<file path="config.mk">
export PLATFORM = sky130hd
export DESIGN_NAME = qracc_sram_ctrl
export DESIGN_NICKNAME = d
export VERILOG_FILES = /design/src/rtl/qracc_sram_ctrl.sv
export SDC_FILE = /design/constraint.sdc
export NUM_CORES = 1
export LEC_CHECK = 0
export ABC_AREA = 1
export CAP_MARGIN = 20
export CORE_ASPECT_RATIO = 0.5
export CORE_MARGIN = 4
export CORE_UTILIZATION = 43
export CTS_BUF_LIST = sky130_fd_sc_hd__clkbuf_4 sky130_fd_sc_hd__clkbuf_8
export DETAILED_ROUTE_END_ITERATION = 10
export DONT_BUFFER_PORTS = 1
export PLACE_DENSITY_LB_ADDON = 0.15
export SETUP_SLACK_MARGIN = 0.5
export SLEW_MARGIN = 25
export SYNTH_ARGS = -nofsm -noshare
export SYNTH_HDL_FRONTEND = slang
export SYNTH_SLANG_ARGS = --single-unit
export TNS_END_PERCENT = 1
</file>
<file path="constraint.sdc">
create_clock -name clk -period 2 [get_ports clk]
set_input_delay 0.1 -clock clk [delete_from_list [all_inputs] [get_ports clk]]
set_output_delay 0.1 -clock clk [all_outputs]
set_load 0.005 [all_outputs]
</file>
<file path="src/rtl/qracc_sram_ctrl.sv">
// SRAM access controller: sequences PCH/WL/WRITE/CSEL/SAEN for one access at a time.
// Optional per-column write mask is enabled with `define QRACC_SRAM_WMASK_EN.
module qracc_sram_ctrl #(
  parameter int NUM_ROWS = 128,
  parameter int NUM_COLS = 32,
  parameter int CFG_W    = 4
) (
  input  logic                        clk,
  input  logic                        nrst,
  input  logic                        rq_wr_i,
  input  logic                        rq_valid_i,
  output logic                        rq_ready_o,
  output logic                        rd_valid_o,
  output logic [NUM_COLS-1:0]         rd_data_o,
  input  logic [NUM_COLS-1:0]         wr_data_i,
`ifdef QRACC_SRAM_WMASK_EN
  input  logic [NUM_COLS-1:0]         wr_mask_i,
`endif
  input  logic [$clog2(NUM_ROWS)-1:0] addr_i,
  input  logic [CFG_W-1:0]            cfg_pch_cycles_i,
  input  logic [CFG_W-1:0]            cfg_wl_cycles_i,
  output logic [NUM_ROWS-1:0]         wl_o,
  output logic                        pch_o,
  output logic                        write_o,
  output logic [NUM_COLS-1:0]         wr_data_o,
  output logic [NUM_COLS-1:0]         csel_o,
  output logic                        saen_o,
  input  logic [NUM_COLS-1:0]         sa_out_i,
  output logic                        busy_o
);

  // state | meaning
  // IDLE  | ready for a request
  // PCH   | bitline precharge, P cycles
  // WL    | wordline (and write drive) pulse, W cycles
  // SENSE | sense-amp enable, SA_OUT captured at end of cycle
  // DONE  | recovery gap, read data valid for reads
  typedef enum logic [2:0] {S_IDLE, S_PCH, S_WL, S_SENSE, S_DONE} state_t;

  localparam int AW = $clog2(NUM_ROWS);

  state_t                state_q, state_d;
  logic [CFG_W-1:0]      cnt_q, cnt_d;
  logic [CFG_W-1:0]      wl_len_q, wl_len_d;
  logic [AW-1:0]         addr_q, addr_d;
  logic                  wr_q, wr_d;
  logic [NUM_COLS-1:0]   wdata_q, wdata_d;
  logic [NUM_COLS-1:0]   wr_csel;
  logic [NUM_ROWS-1:0]   wl_q, wl_d;
  logic                  pch_q, pch_d;
  logic                  write_q, write_d;
  logic [NUM_COLS-1:0]   wr_data_q, wr_data_d;
  logic [NUM_COLS-1:0]   csel_q, csel_d;
  logic                  saen_q, saen_d;
  logic                  rd_valid_q, rd_valid_d;
  logic [NUM_COLS-1:0]   rd_data_q, rd_data_d;
  logic [CFG_W-1:0]      pch_eff, wl_eff;
  logic                  row_ok;
  logic [NUM_ROWS-1:0]   wl_vec;

`ifdef QRACC_SRAM_WMASK_EN
  logic [NUM_COLS-1:0]   mask_q, mask_d;
  assign wr_csel = mask_q;
`else
  assign wr_csel = '1;
`endif

  assign rq_ready_o = (state_q == S_IDLE);
  assign busy_o     = (state_q != S_IDLE);

  always_comb begin
    pch_eff = (cfg_pch_cycles_i == '0) ? CFG_W'(1) : cfg_pch_cycles_i;
    wl_eff  = (cfg_wl_cycles_i  == '0) ? CFG_W'(1) : cfg_wl_cycles_i;
    // Rows at or beyond NUM_ROWS run the full sequence with no wordline.
    row_ok  = ({1'b0, addr_q} < (AW+1)'(NUM_ROWS));
    wl_vec  = '0;
    if (row_ok) wl_vec[addr_q] = 1'b1;

    state_d   = state_q;
    cnt_d     = cnt_q;
    wl_len_d  = wl_len_q;
    addr_d    = addr_q;
    wr_d      = wr_q;
    wdata_d   = wdata_q;
    rd_data_d = rd_data_q;
`ifdef QRACC_SRAM_WMASK_EN
    mask_d    = mask_q;
`endif

    case (state_q)
      S_IDLE: begin
        if (rq_valid_i) begin
          state_d  = S_PCH;
          cnt_d    = pch_eff - CFG_W'(1);
          wl_len_d = wl_eff;
          addr_d   = addr_i;
          wr_d     = rq_wr_i;
          wdata_d  = wr_data_i;
`ifdef QRACC_SRAM_WMASK_EN
          mask_d   = wr_mask_i;
`endif
        end
      end
      S_PCH: begin
        if (cnt_q == '0) begin
          state_d = S_WL;
          cnt_d   = wl_len_q - CFG_W'(1);
        end else begin
          cnt_d = cnt_q - CFG_W'(1);
        end
      end
      S_WL: begin
        if (cnt_q == '0) state_d = wr_q ? S_DONE : S_SENSE;
        else             cnt_d   = cnt_q - CFG_W'(1);
      end
      S_SENSE: begin
        state_d   = S_DONE;
        rd_data_d = row_ok ? sa_out_i : '0;
      end
      S_DONE:  state_d = S_IDLE;
      default: state_d = S_IDLE;
    endcase

    // Outputs are registered from the next state so they line up with the state.
    pch_d      = (state_d == S_PCH);
    wl_d       = (state_d == S_WL || state_d == S_SENSE) ? wl_vec : '0;
    write_d    = (state_d == S_WL) && wr_q;
    wr_data_d  = ((state_d == S_WL) && wr_q) ? wdata_q : '0;
    csel_d     = (state_d == S_WL) ? (wr_q ? wr_csel : '1) : '0;
    saen_d     = (state_d == S_SENSE);
    rd_valid_d = (state_d == S_DONE) && !wr_q;
  end

  always_ff @(posedge clk or negedge nrst) begin
    if (!nrst) begin
      state_q    <= S_IDLE;
      cnt_q      <= '0;
      wl_len_q   <= '0;
      addr_q     <= '0;
      wr_q       <= 1'b0;
      wdata_q    <= '0;
      wl_q       <= '0;
      pch_q      <= 1'b0;
      write_q    <= 1'b0;
      wr_data_q  <= '0;
      csel_q     <= '0;
      saen_q     <= 1'b0;
      rd_valid_q <= 1'b0;
      rd_data_q  <= '0;
`ifdef QRACC_SRAM_WMASK_EN
      mask_q     <= '0;
`endif
    end else begin
      state_q    <= state_d;
      cnt_q      <= cnt_d;
      wl_len_q   <= wl_len_d;
      addr_q     <= addr_d;
      wr_q       <= wr_d;
      wdata_q    <= wdata_d;
      wl_q       <= wl_d;
      pch_q      <= pch_d;
      write_q    <= write_d;
      wr_data_q  <= wr_data_d;
      csel_q     <= csel_d;
      saen_q     <= saen_d;
      rd_valid_q <= rd_valid_d;
      rd_data_q  <= rd_data_d;
`ifdef QRACC_SRAM_WMASK_EN
      mask_q     <= mask_d;
`endif
    end
  end

  assign wl_o       = wl_q;
  assign pch_o      = pch_q;
  assign write_o    = write_q;
  assign wr_data_o  = wr_data_q;
  assign csel_o     = csel_q;
  assign saen_o     = saen_q;
  assign rd_valid_o = rd_valid_q;
  assign rd_data_o  = rd_data_q;

endmodule

</file>
Word-level counts from Yosys, hierarchy flattened

Cells that the tools add are included.
W data, S select, Z words.

$add $sub $neg: 3
Order comparisons: 2
Eq/ne operators: 9
Mux-type cells: 16
Reduce and logical (&&, ||, !) cells: 13

Operator list:

| kind                  | count |
|---|---|
| $mux W128             | 1 |
| $mux W32              | 2 |
| $mux W4               | 5 |
| $eq A3 B2 Y1 const B  | 4 |
| $logic_not A4 Y1      | 3 |
| $mux W3               | 4 |
| $pmux W3 S4           | 1 |
| $pmux W4 S3           | 1 |
| $sub A4 B1 Y4 const B | 3 |
| $lt A7 B8 Y1 const B  | 1 |
| $demux W1 S7          | 1 |
| $ge A7 B1 Y1 const B  | 1 |
| $eq A3 B1 Y1 const B  | 2 |
| $reduce_bool A3 Y1    | 2 |
| $ne A2 B2 Y1 const B  | 2 |
| $eq A3 B3 Y1 const B  | 1 |
| $logic_and A1 B1 Y1   | 3 |
| $logic_not A3 Y1      | 1 |
| $reduce_and A3 Y1     | 1 |
| $reduce_and A2 Y1     | 1 |
| $logic_not A1 Y1      | 1 |
| $logic_or A1 B1 Y1    | 1 |
| $mux W1               | 1 |

Register bits after elaboration: 279
Input bits: 83
Output and inout port bits: 230
Word-level logic and storage cells: 57

Depth between registers and ports, before layout

Gate-level depths: netlist of the first run.

Depth in word-level cells: 6
Depth in mapped cells: 10
Gate-level depth less buffers: 10

Worst setup path after synthesis of the first run

Ideal clock, no wire load.

Path kind: register to register
Start point: register cnt_q[0]
End point: register wl_q[60], in the netlist wl_o[60]
Library setup time: 73 ps
Data arrival time: 1,621 ps
Required time: 1,927 ps
Setup slack: 306 ps
Cell stages (with the launch flop): 11
Buffers on the path: 2
Clock period less this slack: 1,694 ps
Path through: dfrtp_1 -> inv_1 -> ha_1 -> nand3_1 -> nand2_1 -> nand2_1 -> nand2_4 -> buf_12 -> nand4_4 -> buf_6 -> nor2_1

Longest elaborated chain between the ends: 6
Elaborated cells on any way between the ends: 8
Classes of those cells: 2 x eq/ne; 4 x mux; 2 x reduce/logical

Ends and longest elaborated chain:

| item                       | RTL line | text |
|---|---|---|
| start: declaration         | 43       | `logic [CFG_W-1:0] cnt_q, cnt_d;` |
| start signal: assignment   | 155      | `cnt_q <= cnt_d;` |
| $logic_not A4 Y1 (*)       | 105, 113 |  |
| $mux W3 (on tied branches) | 113, 105 |  |
| $pmux W3 S4 (*)            | 90       | `case (state_q)` |
| named net state_d[1]       | 42       | `state_t state_q, state_d;` |
| $eq A3 B2 Y1               | 126      | `wl_d = (state_d == S_WL \|\| state_d == S_SENSE) ? wl_vec : '0;` |
| $logic_or A1 B1 Y1 (*)     | 126      |  |
| $mux W128 (*)              | 126      |  |
| named net wl_d[60]         | 49       | `logic [NUM_ROWS-1:0] wl_q, wl_d;` |
| end signal: assignment     | 160      | `wl_q <= wl_d;` |
| end: declaration           | 49       |  |

Mark *: on every way through the listed nets, which the timed path passes. The rest lies on a longest branch.
A chain may end at the register's enable or synchronous reset.

Worst setup path after layout of the first run

Start point: register cnt_q[0]
End point: register wl_q[104], in the netlist wl_o[104]

Longest elaborated chain between the ends: 6
Elaborated cells on any way between the ends: 8
Classes of those cells: 2 x eq/ne; 4 x mux; 2 x reduce/logical

Ends and longest elaborated chain:

| item                       | RTL line |
|---|---|
| $logic_not A4 Y1 (*)       | 105, 113 |
| $mux W3 (on tied branches) | 113, 105 |
| $pmux W3 S4 (*)            | 90 |
| $eq A3 B2 Y1               | 126 |
| $logic_or A1 B1 Y1 (*)     | 126 |
| $mux W128 (*)              | 126 |
| named net wl_d[104]        | 49 |

Marks and branches as above.

==> impl_metrics.yaml, run 1 <==
run_status:
  status: "complete, but fails checks"
  violations: "negative hold slack"
drt:
  routed_via_density: 4.928
  num_vias: 5800
  drt_wl_total_mm: 24.32
  ant_nets: 0
  wire_per_inst_um: 20.66
  drt-initial-drc-count: 357
  route.detailed.drc: 0
  first_pass_iters: 4
global_route:
  overflow: 0
  antenna_found_initial: 1
  grt_pass1_wl_mm: 35.33
  grt_start_max_net_pins: 249
  grt_pass1_vias: 6139
  grt_usage_pct: 19.72
synth:
  synth_most_common_cell: "dfrtp_1"
  synth-main-ff-cell: "dfrtp_1"
  synth_edf_count: 0
  netlist_area_um2: 8935
  synth_fp_nets: 858
  syn_avg_cell_area_um2: 11.59
  synth_warnings: 0
  seq_area_frac_synth_pct: 69.46
  synth.distinct_cells: 31
  synthTopCellsByArea: "dfrtp_1 (69%), nor2_1 (9.2%), mux2_2 (4.0%), buf_4 (2.6%), a21oi_1 (2.5%)"
  ys_ff_latch: 248
  synth_largest_area_cell: "dfrtp_1"
  ys_async_sr_fraction_pct: 100.0
  postSynthCellCount: 771
  yosysTopAreaCellShare_pct: 69.46
  netlist_top_cells_count: "dfrtp_1 (248), nor2_1 (219), inv_1 (60)"
pwr:
  p_comb_share_pct: 27.9
  cellLeakagePower_nw: 5.495
  seqPwrFrac_pct: 43.6
  ir_worst_vdd_mv: 0.6890
  p_clk_share_pct: 28.6
  p_per_area_nw_per_um2: 1408
  swShare_pct: 34.34
  p_switching_mw: 5.455
  internal_power_mw: 10.43
setup_path:
  critPathMaxFanout: 8
  crit_path_start_kind: "flop"
  worstSetupPathType: "reg -> reg"
  arrival_ns: 2.08
  reg2reg_depth: 9
  endpoint_kind: "flop"
  cp.required_ns: 2.39
floorplanning:
  dieArea_um2: 23290
  initial_core_util_pct: 44.88
  core_area_um2: 19910
  fp.dieW_um: 211.9
  die_h_um: 109.9
  num_rows: 36
  ioPinCount: 313
clock_network:
  htree_levels: 2
  clk_latency_ns: 0.53
  clock-root-buffer: "clkbuf_8"
  cts_tree: "yes"
  cts_buffers: 37
  clk_pin_slew_ns: 0.07
  cts.sinks: 248
  cts_buffer_depth: 3
placement:
  dp_hpwl_mm: 14.21
  port_buffers: 0
  place_ws_ns: 0.1240
  place.gp.congestion: 0.8261
timing:
  tns_ns: 0
  layout_setup_ws_ns: 0.3174
  max_slew_margin_pct: 45.93
  final-hold-violation-count: 248
  slew_violations: 0
  worst_pin_slew_ns: 0.8134
  finClkSkew_ns: 0.01501
  rsz0062_at_grt: "true"
  fmax_mhz: 594.3
  fin_crit_ns: 1.683
  hold_ws_ns: -0.7342
  setup_viol: 0
  fin_crit_sh_pct: 84.13
finish:
  syn2layout_area_growth_pct: 26.24
  n_fill_cell: 1646
  layout-drive-gt1-share_pct: 21.32
  final_net_count: 970
min_path:
  min_path_type: "in -> async"
job:
  maxCapViolCount: 0
## kinds of logic after synthesis
kind of cell | Yosys count | share of synthesized area [%]
muxes | 32 | 4.033
buffers and inverters | 123 | 7.478
AOI/OAI and AO/OA | 56 | 3.207
DFF | 248 | 69.46
adders and majority gates | 4 | 0.5602
and+or+nand+nor | 305 | 14.97
xor gates and xnor gates | 3 | 0.2941
## what timing repair did
action / CTS / global route
endpoints found under the hold margin: 328 / 283
hold buffers: 83 / 1
gates resized for setup: 23 / 23
setup endpoints to repair: 233 / 243
cloned: 3 / 6
pin swaps: 8 / 9
buffers inserted: 27 / 5
## critical path: stages (launching register included)
cell	delay [ns]
dfrtp_1	0.39
inv_2	0.09
ha_4	0.16
nand4_1	0.18
nand2_4	0.15
buf_4	0.15
nand2_8	0.08
nand4_4	0.11
clkbuf_16	0.19
nor2_1	0.04
## state kept, by name, summed over array words and instances (netlist names)
| register | cells |
|---|---|
| write_o | 1 |
| wl_len_q | 4 |
| wr_q | 1 |
| wl_o | 128 |
| wdata_q | 32 |
| csel_o | 1 |
| addr_q | 7 |
| rd_data_o | 32 |
| saen_o | 1 |
| wr_data_o | 32 |
| state_q | 3 |
| cnt_q | 4 |
| pch_o | 1 |
| rd_valid_o | 1 |
## worst paths after layout
path	slack, ns	start	to
setup / recovery	0.32	cnt_q[0]$_DFFE_PN0P_	wl_o[104]$_DFF_PN0_
hold / removal	-0.73	nrst	wl_len_q[1]$_DFFE_PN0P_
setup reg to reg	0.32	cnt_q[0]$_DFFE_PN0P_	wl_o[104]$_DFF_PN0_
hold reg to reg	0.49	wdata_q[27]$_DFFE_PN0P_	wr_data_o[27]$_DFF_PN0_
max in group asynchronous	2.24	nrst	wl_o[22]$_DFF_PN0_
min in group clk	0.10	cfg_pch_cycles_i[1]	cnt_q[1]$_DFFE_PN0P_
## power by group through the flow
stage	clock network [mW]	logic (mW)	registers, mW
2_1_floorplan	0	2.98	6.69
3_3_place_gp	0	3.14	6.99
3_5_place_dp	0	3.21	6.99
4_1_cts	4.63	3.90	6.91
5_1_grt	4.90	4.88	7.05
6_report	4.54	4.43	6.92
## routing by layer
| layer | GRT usage, % | wire length (µm) | vias to the layer above |
|---|---|---|---|
| met5 | 0 | 0 | - |
| met4 | 5.880 | 521 | 0 |
| met3 | 7.070 | 2012 | 43 |
| met2 | 32.30 | 11860 | 235 |
| met1 | 25.00 | 9919 | 2920 |
| li1 | - | - | 2602 |
## stage by stage
| stage | cells | area (µm²) | hold WS, ns | total power [mW] | utilization [%] |
|---|---|---|---|---|---|
| after global placement | 985 | 8960 | -0.1873 | 10.13 | 45.00 |
| final | 1177 | 11280 | -0.7342 | 15.88 | 56.66 |
| after CTS | 1164 | 11030 | -0.7599 | 15.44 | 55.42 |
| after floorplan | 771 | 8967 | -0.1956 | 9.675 | - |
| after global routing | 1176 | 11280 | -0.7676 | 16.83 | 56.64 |
| after detailed placement | 985 | 8960 | -0.1892 | 10.20 | 45.00 |
## cell type report
type,count,area (µm²),area share [%]
sequential,248,6212,55.07
multi-input combinational,402,2243,19.89
timing repair buffer,127,1408,12.48
clock buffer,56,714.4,6.334
tap,266,332.8,2.951
inverter,67,255.2,2.263
clock inverter,10,111.4,0.9872
antenna,1,2.502,0.02219
## cells in the final DEF, fill, tap and decap left out, drive strengths merged, types with 2 or more instances in the layout
| cell | instances |
|---|---|
| dfrtp | 248 |
| nor2 | 220 |
| dlygate4sd3 | 84 |
| inv | 67 |
| nand2 | 62 |
| clkbuf | 60 |
| a21oi | 45 |
| buf | 39 |
| mux2 | 32 |
| nand3 | 12 |
| nand4 | 10 |
| o21ai | 8 |
| clkinv | 6 |
| ha | 4 |
| xnor2 | 2 |
| clkinvlp | 2 |
| bufinv | 2 |
Power figures use the tool's default switching activity.
==> run 2, diff against run 1 <==
clock period = 1.4 ns   (was 2 ns; I/O delays follow)
==> run 2 against run 1 <==
Net effect:
- the flow finishes with violations (negative hold slack, negative setup slack)
- largest power group unchanged
- setup slack worse by 0.50 ns
- combinational power up 50%
- die area unchanged
- flip-flop and latch count unchanged
- sequential share of layout area up 0.70 points
- clock skew up 0.0031 ns
- clock power up 25%
- critical path type is now reg -> out
- register-to-register slack worse by 0.49 ns
- critical path depth down 3
- via count down 2.9%
- non-clock buffer count up 8
==> impl_metrics.yaml, run 2 (synthesis results as in run 1) <==
run_status:
  status: "complete, but fails checks"
  violations: "negative hold slack, negative setup slack"
pwr:
  internal_power_mw: 14.52
  seqPwrFrac_pct: 43.7
  p_switching_mw: 7.348
  p_per_area_nw_per_um2: 1965
  p_clk_share_pct: 25.9
  cellLeakagePower_nw: 5.455
  swShare_pct: 33.60
  ir_worst_vdd_mv: 1.373
  p_comb_share_pct: 30.4
finish:
  final_common_cell: "dfrtp_1"
  largest_register_ffs: 128
  multi_input_area_um2: 2206
  utilization_pct: 55.91
  layout-drive-gt1-share_pct: 21.89
  register_area_um2: 6208
  syn2layout_area_growth_pct: 24.58
  final_net_count: 975
  layout_common_cells: "dfrtp_1 (246), nor2_1 (203), dlygate4sd3_1 (80)"
  n_fill_cell: 1667
drt:
  routed_via_density: 4.787
  wl_met1_mm: 9.582
  top_layer: "met4"
  wire_per_inst_um: 19.18
  met2_length_mm: 11.15
  drt-initial-drc-count: 325
  route.detailed.drc: 0
  drt_wl_total_mm: 22.56
  first_pass_iters: 4
  num_vias: 5629
  ant_nets: 0
  met3_length_mm: 1.514
timing:
  tns_ns: -25.02
  setup_viol: 243
  finClkSkew_ns: 0.01810
  max_slew_margin_pct: 58.80
  fin_crit_sh_pct: 112.8
  fin_crit_ns: 1.579
  rsz0062_at_grt: "true"
  layout_setup_ws_ns: -0.1788
  worst_pin_slew_ns: 0.6180
  final-hold-violation-count: 248
  hold_ws_ns: -0.7372
  slew_violations: 0
  fmax_mhz: 633.4
setup_path:
  worstSetupPathType: "reg -> out"
  slowest_stage: "dfrtp_1"
  endpoint_kind: "primary output"
  r2r-end: "wr_data_o[12]$_DFF_PN0_"
  arrival_ns: 1.51
  worstPathCellList: "nor2_2 > buf_4 > nand2_4 > inv_2 > buf_4 > buf_6"
  crit_path_start_kind: "flop"
  crit_path_max_incr_delay_ns: 0.41
  cp.required_ns: 1.33
  critPathMaxFanout: 2
  reg2reg_slack_ns: -0.17
  cpMostUsedCell: "buf_4"
  reg2reg_depth: 9
  worstReg2RegStart: "state_q[0]$_DFF_PN0_"
clock_network:
  cts_buffers: 36
  clock-root-buffer: "clkbuf_8"
  cts_tree: "yes"
  clk_pin_slew_ns: 0.06
  cts.sinks: 248
  ctsHoldBuffers: 80
  htree_levels: 2
  clk_latency_ns: 0.51
  cts_buffer_depth: 3
floorplanning:
  dieArea_um2: 23290
  num_rows: 36
  core_area_um2: 19910
  die_h_um: 109.9
  fp.dieW_um: 211.9
  initial_core_util_pct: 44.88
  ioPinCount: 313
global_route:
  grt_pass1_vias: 5915
  grt_start_max_net_pins: 249
  grt_usage_pct: 18.86
  grt_pass1_wl_mm: 33.99
  overflow: 0
  antenna_found_initial: 1
placement:
  port_buffers: 0
  place_ws_ns: -0.2467
  place.gp.congestion: 0.8073
  dp_hpwl_mm: 14.67
job:
  maxCapViolCount: 0
min_path:
  min_path_type: "in -> async"
run 2: cell types whose count changed in the layout (fill, tap and decap cells not counted), moves of 4 or more:
cell / before / now
buf_12: 8 / 13
nor2_2: 12 / 16
buf_4: 21 / 33
dlygate4sd3_1: 84 / 80
run 2: worst max-delay path by stage:
stage	startpoint	to	slack (ns)	depth (start not counted)
global route	state_q[0]$_DFF_PN0_	rq_ready_o	-0.26	6
CTS	state_q[2]$_DFF_PN0_	rq_ready_o	-0.17	6
floorplan	cnt_q[0]$_DFFE_PN0P_	wl_o[60]$_DFF_PN0_	-0.1	10
finish	state_q[0]$_DFF_PN0_	rq_ready_o	-0.18	6
global placement	cnt_q[1]$_DFFE_PN0P_	wl_o[86]$_DFF_PN0_	-0.20	9
detailed placement	cnt_q[1]$_DFFE_PN0P_	wl_o[86]$_DFF_PN0_	-0.25	9
run 2: metal layers:
metal	up-vias	GRT usage, %
met5	-	0
met2	171	31.32
li1	2593	-
met4	0	4.593
met1	2837	24.49
met3	28	6.015
run 2: stage by stage:
| step | power [mW] | instance area [µm²] | cells |
|---|---|---|---|
| 2_1_floorplan | 13.82 | 8967 | 771 |
| 3_3_place_gp | 15.38 | 9328 | 1024 |
| 3_5_place_dp | 15.54 | 9328 | 1024 |
| 4_1_cts | 21.79 | 11000 | 1173 |
| 5_1_grt | 23.26 | 11130 | 1175 |
| 6_report | 21.87 | 11130 | 1176 |
run 2: final cells by class:
cell class / instances / area share (%)
inverters: 67 / 2.259
clock buffers: 51 / 5.913
diodes: 1 / 0.02248
repair buffers: 135 / 12.83
clock inverters: 8 / 0.3934
flip-flops and latches: 248 / 55.78
multi-input cells: 400 / 19.82
well taps: 266 / 2.990
run 2: worst max-delay path, delay by kind of cell (launching register included):
family | cells | cell delay (ns)
flip-flops | 1 | 0.41
buffers and inverters | 4 | 0.38
AND/OR/NAND/NOR | 2 | 0.21
run 2: power groups by stage:
stage / sequential [mW] / combinational [mW] / clock [mW]
2_1_floorplan: 9.56 / 4.26 / 0
3_3_place_gp: 9.66 / 5.72 / 0
3_5_place_dp: 9.68 / 5.86 / 0
4_1_cts: 9.57 / 6.37 / 5.85
5_1_grt: 9.69 / 7.39 / 6.18
6_report: 9.56 / 6.64 / 5.67
run 2: what timing repair did:
action                                  in CTS  in global routing
endpoints found under the setup margin     478                478
hold endpoints to repair                   331                248
gates resized for setup                     11                 31
gates cloned                                 0                  1
buffers inserted                            10                  1
pin swaps                                    2                  2
